`config.mk`:
```
export PLATFORM = sky130hd
export DESIGN_NAME = product_bcd_conv_flat
export DESIGN_NICKNAME = d
export VERILOG_FILES = /design/src/rtl/product_bcd_conv_if.sv /design/src/rtl/product_bcd_conv.sv /design/src/flat_wrapper.sv
export SDC_FILE = /design/constraint.sdc
export NUM_CORES = 1
export LEC_CHECK = 0
export CORE_AREA = 3 3 84 46
export CTS_CLUSTER_DIAMETER = 50
export DETAILED_ROUTE_END_ITERATION = 10
export DIE_AREA = 0 0 87 49
export HOLD_SLACK_MARGIN = 0.12
export PLACE_DENSITY = 0.83
export SETUP_SLACK_MARGIN = 0.2
export SYNTH_ARGS = -nofsm -noshare
export SYNTH_HDL_FRONTEND = slang
export SYNTH_SLANG_ARGS = --single-unit
```
`constraint.sdc`:
```
create_clock -name clk -period 2.5 [get_ports clk]
set_input_delay 0.5 -clock clk [delete_from_list [all_inputs] [get_ports clk]]
set_output_delay 0.5 -clock clk [all_outputs]
set_load 0.01 [all_outputs]
```
`src/rtl/product_bcd_conv_if.sv`:
```
// Handshake bundle between the multiplier, the BCD converter and the HEX driver.
// blank_out exists only when BCD_LEADING_BLANK_EN is defined.
interface product_bcd_conv_if #(
    parameter int WIDTH  = 8,
    parameter int DIGITS = 3
);
    logic [WIDTH-1:0]    p_in;
    logic                p_valid;
    logic                p_ready;
    logic [4*DIGITS-1:0] bcd_out;
    logic                bcd_valid;
    logic                bcd_ready;
`ifdef BCD_LEADING_BLANK_EN
    logic [DIGITS-1:0]   blank_out;
`endif

    // Environment side: supplies the product and consumes the BCD result.
    modport master (
        output p_in,
        output p_valid,
        output bcd_ready,
        input  p_ready,
        input  bcd_out,
`ifdef BCD_LEADING_BLANK_EN
        input  blank_out,
`endif
        input  bcd_valid
    );

    // Converter side.
    modport slave (
        input  p_in,
        input  p_valid,
        input  bcd_ready,
        output p_ready,
        output bcd_out,
`ifdef BCD_LEADING_BLANK_EN
        output blank_out,
`endif
        output bcd_valid
    );
endinterface

```
`src/rtl/product_bcd_conv.sv`:
```
// Sequential double-dabble converter: binary product -> packed BCD, one shift per clock.
// Optional leading-zero blank flags are enabled with BCD_LEADING_BLANK_EN.
module product_bcd_conv #(
    parameter int WIDTH  = 8,
    parameter int DIGITS = 3,
    parameter int CNT_W  = 4
) (
    input  logic                clk,
    input  logic                resetn,
    product_bcd_conv_if.slave   bus
);

    localparam int SW = 4 * DIGITS;

    localparam logic [1:0] S_IDLE  = 2'd0;
    localparam logic [1:0] S_SHIFT = 2'd1;
    localparam logic [1:0] S_DONE  = 2'd2;

    generate
        if ((10 ** DIGITS) <= ((2 ** WIDTH) - 1)) begin : g_digits_chk
            $fatal(1, "product_bcd_conv: DIGITS=%0d too small for WIDTH=%0d", DIGITS, WIDTH);
        end
        if ((2 ** CNT_W) <= WIDTH) begin : g_cnt_chk
            $fatal(1, "product_bcd_conv: CNT_W=%0d cannot hold WIDTH=%0d", CNT_W, WIDTH);
        end
    endgenerate

    logic [1:0]       state;
    logic [WIDTH-1:0] bin_q;
    logic [SW-1:0]    scr_q;
    logic [CNT_W-1:0] cnt_q;
    logic [SW-1:0]    bcd_q;

    logic [SW-1:0]    scr_adj;
    logic [SW-1:0]    scr_nx;
    logic [WIDTH-1:0] bin_nx;
    logic             last_shift;

    // Add 3 to every digit holding 5..9 so the following shift carries correctly.
    function automatic logic [SW-1:0] add3_correct(input logic [SW-1:0] s);
        logic [SW-1:0] r;
        logic [3:0]    d;
        r = s;
        for (int i = 0; i < DIGITS; i++) begin
            d = s[4*i +: 4];
            if (d >= 4'd5) begin
                r[4*i +: 4] = d + 4'd3;
            end
        end
        return r;
    endfunction

    assign scr_adj          = add3_correct(scr_q);
    assign {scr_nx, bin_nx} = {scr_adj, bin_q} << 1;
    assign last_shift       = (cnt_q == CNT_W'(WIDTH - 1));

    assign bus.p_ready   = (state == S_IDLE);
    assign bus.bcd_valid = (state == S_DONE);
    assign bus.bcd_out   = bcd_q;

`ifdef BCD_LEADING_BLANK_EN
    logic [DIGITS-1:0] blank_q;

    // Digit i is blank when it and all higher digits are zero; the ones digit always shows.
    function automatic logic [DIGITS-1:0] leading_blank(input logic [SW-1:0] s);
        logic [DIGITS-1:0] b;
        logic              all_zero;
        b        = '0;
        all_zero = 1'b1;
        for (int i = DIGITS - 1; i > 0; i--) begin
            all_zero = all_zero && (s[4*i +: 4] == 4'd0);
            b[i]     = all_zero;
        end
        return b;
    endfunction

    always_ff @(posedge clk or negedge resetn) begin
        if (!resetn) begin
            blank_q <= '0;
        end else if (state == S_SHIFT && last_shift) begin
            blank_q <= leading_blank(scr_nx);
        end
    end

    assign bus.blank_out = blank_q;
`endif

    always_ff @(posedge clk or negedge resetn) begin
        if (!resetn) begin
            state <= S_IDLE;
            bin_q <= '0;
            scr_q <= '0;
            cnt_q <= '0;
            bcd_q <= '0;
        end else begin
            case (state)
                S_IDLE: begin
                    if (bus.p_valid) begin
                        bin_q <= bus.p_in;
                        scr_q <= '0;
                        cnt_q <= '0;
                        state <= S_SHIFT;
                    end
                end
                S_SHIFT: begin
                    bin_q <= bin_nx;
                    scr_q <= scr_nx;
                    cnt_q <= cnt_q + 1'b1;
                    if (last_shift) begin
                        bcd_q <= scr_nx;
                        state <= S_DONE;
                    end
                end
                S_DONE: begin
                    if (bus.bcd_ready) begin
                        state <= S_IDLE;
                    end
                end
                default: state <= S_IDLE;
            endcase
        end
    end

endmodule

```
`src/flat_wrapper.sv`:
```
// flat-port wrapper written by rule: the top's interface ports become plain ports
module product_bcd_conv_flat 
#(
    parameter int WIDTH  = 8,
    parameter int DIGITS = 3,
    parameter int CNT_W  = 4
)
  (clk, resetn, bus_p_in, bus_p_valid, bus_bcd_ready, bus_p_ready, bus_bcd_out, bus_bcd_valid);
  product_bcd_conv_if #(.WIDTH(WIDTH), .DIGITS(DIGITS)) bus_i ();
  input  logic clk;
  input  logic resetn;
  input wire logic [$bits(bus_i.p_in)-1:0] bus_p_in;
  input wire logic [$bits(bus_i.p_valid)-1:0] bus_p_valid;
  input wire logic [$bits(bus_i.bcd_ready)-1:0] bus_bcd_ready;
  output wire logic [$bits(bus_i.p_ready)-1:0] bus_p_ready;
  output wire logic [$bits(bus_i.bcd_out)-1:0] bus_bcd_out;
  output wire logic [$bits(bus_i.bcd_valid)-1:0] bus_bcd_valid;
  assign bus_i.p_in = bus_p_in;
  assign bus_i.p_valid = bus_p_valid;
  assign bus_i.bcd_ready = bus_bcd_ready;
  assign bus_p_ready = bus_i.p_ready;
  assign bus_bcd_out = bus_i.bcd_out;
  assign bus_bcd_valid = bus_i.bcd_valid;
  product_bcd_conv #(.WIDTH(WIDTH), .DIGITS(DIGITS), .CNT_W(CNT_W)) u_core (.clk(clk), .resetn(resetn), .bus(bus_i));
endmodule
```
==> impl_metrics.csv <==
group,metric,value,unit
drt,wl_met2,1750,um
clock_tree,clock-sinks,38,
clock_tree,post_cts_buffers,0,
yosys,ys_ff_latch,38,
timing,setup_viol,0,
final_layout,finalInstanceArea,2190,um^2
floorplanning,coreArea,3070,um^2
drt,wl_met1,1630,um
timing,setup-tns-final,0,ps
job,cap_viol_max_count,0,
drt,avgRoutedWirePerCell,15.3,um
yosys,yosys_warnings,0,
power,worst_ir_drop_vdd,0.000653,V
clock_tree,htree_num_levels,2,
global_routing,globalRouteOverflowTotal,0,
yosys,ys_seq_area_share,51.5,%
drt,ant_nets,0,
timing,timing_hold_violations_final,0,
clock_tree,cts_root_buffer,"clkbuf_8",
timing,period_needed,2130,ps
setup_path,cp_data_required_time,2000,ps
clock_tree,cts.hold.buffers_added,0,
floorplanning,dieHeight,49,um
clock_tree,cts_buffers,5,
final_layout,area_growth_syn_to_layout,18.6,%
clock_tree,clkSlewWorstSetupHoldPaths,70,ps
timing,rsz_0062_raised_after_global_routing,"false",
yosys,synthFlopType,"dfrtp_1",
final_layout,final_util,71.4,%
hold_path,min-delay-path-class,"reg -> reg",
placed_design,placed_cell_area,2110,um^2
setup_path,critical-path-top-delay-family,"buffers and inverters",
floorplanning,rows,14,
final_layout,nets,218,
yosys,async_reset_ff_share,100,%
floorplanning,top_level_ports,26,
yosys,ys_types,31,
setup_path,worst_setup_path_start_kind,"register",
timing,fmax,0.469,GHz
drt,top_layer,"met4",
yosys,post-synth-top-area-cell,"dfrtp_1",
setup_path,worst_path_max_stage_delay,570,ps
drt,drc,0,
floorplanning,chipWidth,87,um
yosys,number_of_enable_flip_flop_cells_after_synthesis,0,
final_layout,final_layout_size_suffix_gt1_share,11.1,%
yosys,post_synth_main_area_contributors,"dfrtp_1, ha_1, o21ai_0",
yosys,syn_inst,173,
setup_path,worstPathCellList,"nor2b_1 -> clkdlybuf4s50_1",
drt,drtIter0Drc,69,
power,cellPowerDensity,1300,nW/um^2
placed_design,hpwl,2580,um
drt,drtPass1Iterations,4,
outcome,result_of_the_run,"finished clean",
global_routing,antenna_violations_before_repair,0,
drt,drt-total-wl,3660,um
drt,met3WireLength,191,um
clock_tree,tritoncts,"yes",
drt,detailroute.via_count,1341,
power,p_leak,0.968,nW
timing,relSlewSlack,56.9,%
global_routing,grt_start_max_net_pins,39,
global_routing,first_pass_grt_wire_length,6280,um
timing,worstMarginPinSlew,644,ps
final_layout,fill_cells,236,
floorplanning,initial_core_utilization,60.2,%
clock_tree,worstSkewPairLatency,290,ps
timing,slew_viol_final,0,
yosys,post_synth_instance_area,1850,um^2
final_layout,insertedDiodeCount,0,
global_routing,grt_usage,19.7,%
setup_path,worstSetupPathType,"reg -> out",
yosys,synthMostInstantiatedCell,"dfrtp_1",
global_routing,via_count_of_the_first_global_routing_pass,1293,
clock_tree,cts.path.max_buffers,2,
drt,avgViaCountPerCell,5.61,
placed_design,place.port_buffers,25,
setup_path,crit_path_end_kind,"output pin",
yosys,synthTopCellsByCount,"dfrtp_1, nand2_1, o21ai_0, a21oi_1, nor2_1",
timing,skew,3.14,ps
setup_path,worstPathBufferInverterCount,1,
yosys,post_synth.cell_area_avg,10.7,um^2
yosys,netlist.area_leader.share,51.5,%
yosys,postSynthNetCount,192,
setup_path,critPathSlowestCell,"clkdlybuf4s50_1",
floorplanning,floorplan.die_area,4260,um^2
timing,period_utilization,85.2,%
power,design_power_total,2.85,mW
setup_path,crit_fanout,18,
placed_design,place_congestion,0.781,
setup_path,worst_ep_arrival_time,1630,ps
[cell families after synthesis]
kind of cell,synth area share (%)
DFF,51.5
AOI/OAI and AO/OA,18.0
muxes,6.78
xor gates and xnor gates,1.42
and+or+nand+nor,12.9
adders and majority gates,4.74
buffers and inverters,4.61
[state kept, by name, indices dropped and copies added (netlist names)]
signal              cells
u_core.bin_q            8
u_core.bus.bcd_out     12
u_core.cnt_q            4
u_core.scr_q           12
u_core.state            2
[metal layers]
metal	GRT usage (%)	vias to the layer above
met3	8.43	10
met5	0	-
met4	8.29	0
met1	26.8	638
li1	-	655
met2	27.5	38
[cell usage in the layout, fill, tap and decap left out, types with 4 or more instances in the layout]
| cell | netlist | final |
|---|---|---|
| dfrtp_1 | 38 | 36 |
| clkdlybuf4s50_1 | 0 | 25 |
| nand2_1 | 19 | 19 |
| o21ai_0 | 17 | 17 |
| a21oi_1 | 13 | 13 |
| nor2_1 | 12 | 12 |
| a22o_1 | 9 | 9 |
| inv_1 | 7 | 7 |
| a22oi_1 | 7 | 7 |
| ha_1 | 7 | 7 |
| clkbuf_8 | 0 | 5 |
| nor2b_1 | 4 | 4 |
| mux2_4 | 4 | 4 |
| nor3b_1 | 4 | 4 |
[power by group]
group          internal [mW]  switching, mW
logic                  0.688          0.614
clock network          0.192          0.202
registers              0.890          0.260
total                   1.77           1.08
[per-stage QoR]
| step | std cells | hold slack [ps] | worst slack, ps |
|---|---|---|---|
| global placement | 232 | 469 | 596 |
| detailed placement | 232 | 486 | 550 |
| global route | 239 | 528 | 295 |
| CTS | 239 | 501 | 216 |
| finish | 239 | 496 | 370 |
| floorplan | 173 | 204 | 998 |
[timing repair]
item,in CTS,in global routing
gates resized for setup,0,2
endpoints found under the hold margin,0,0
endpoints found under the setup margin,0,1
[final cells by class]
type | instances | area (um^2) | area share (%)
multi-input cells | 119 | 811 | 37.0
flip-flops and latches | 38 | 953 | 43.5
inverters | 7 | 26.3 | 1.20
repair buffers | 28 | 273 | 12.5
well taps | 40 | 50.0 | 2.29
clock buffers | 7 | 76.3 | 3.49
[worst paths after layout]
| kind | start | endpoint | slack (ps) | cells past startpoint |
|---|---|---|---|---|
| worst max-delay path | u_core.state[1] | bus_bcd_valid | 370 | 2 |
| worst min-delay path | u_core.bus.bcd_out[0] | u_core.bus.bcd_out[0] | 500 | 1 |
| worst max register to register | u_core.state[1] | u_core.bus.bcd_out[5] | 740 | 4 |
| worst min register to register | u_core.bus.bcd_out[0] | u_core.bus.bcd_out[0] | 500 | 1 |
| max in group asynchronous | resetn | u_core.state[0] | 1510 | 2 |
| min in group asynchronous | resetn | u_core.bin_q[2] | 620 | 2 |
(Power assumes the default switching activity.)
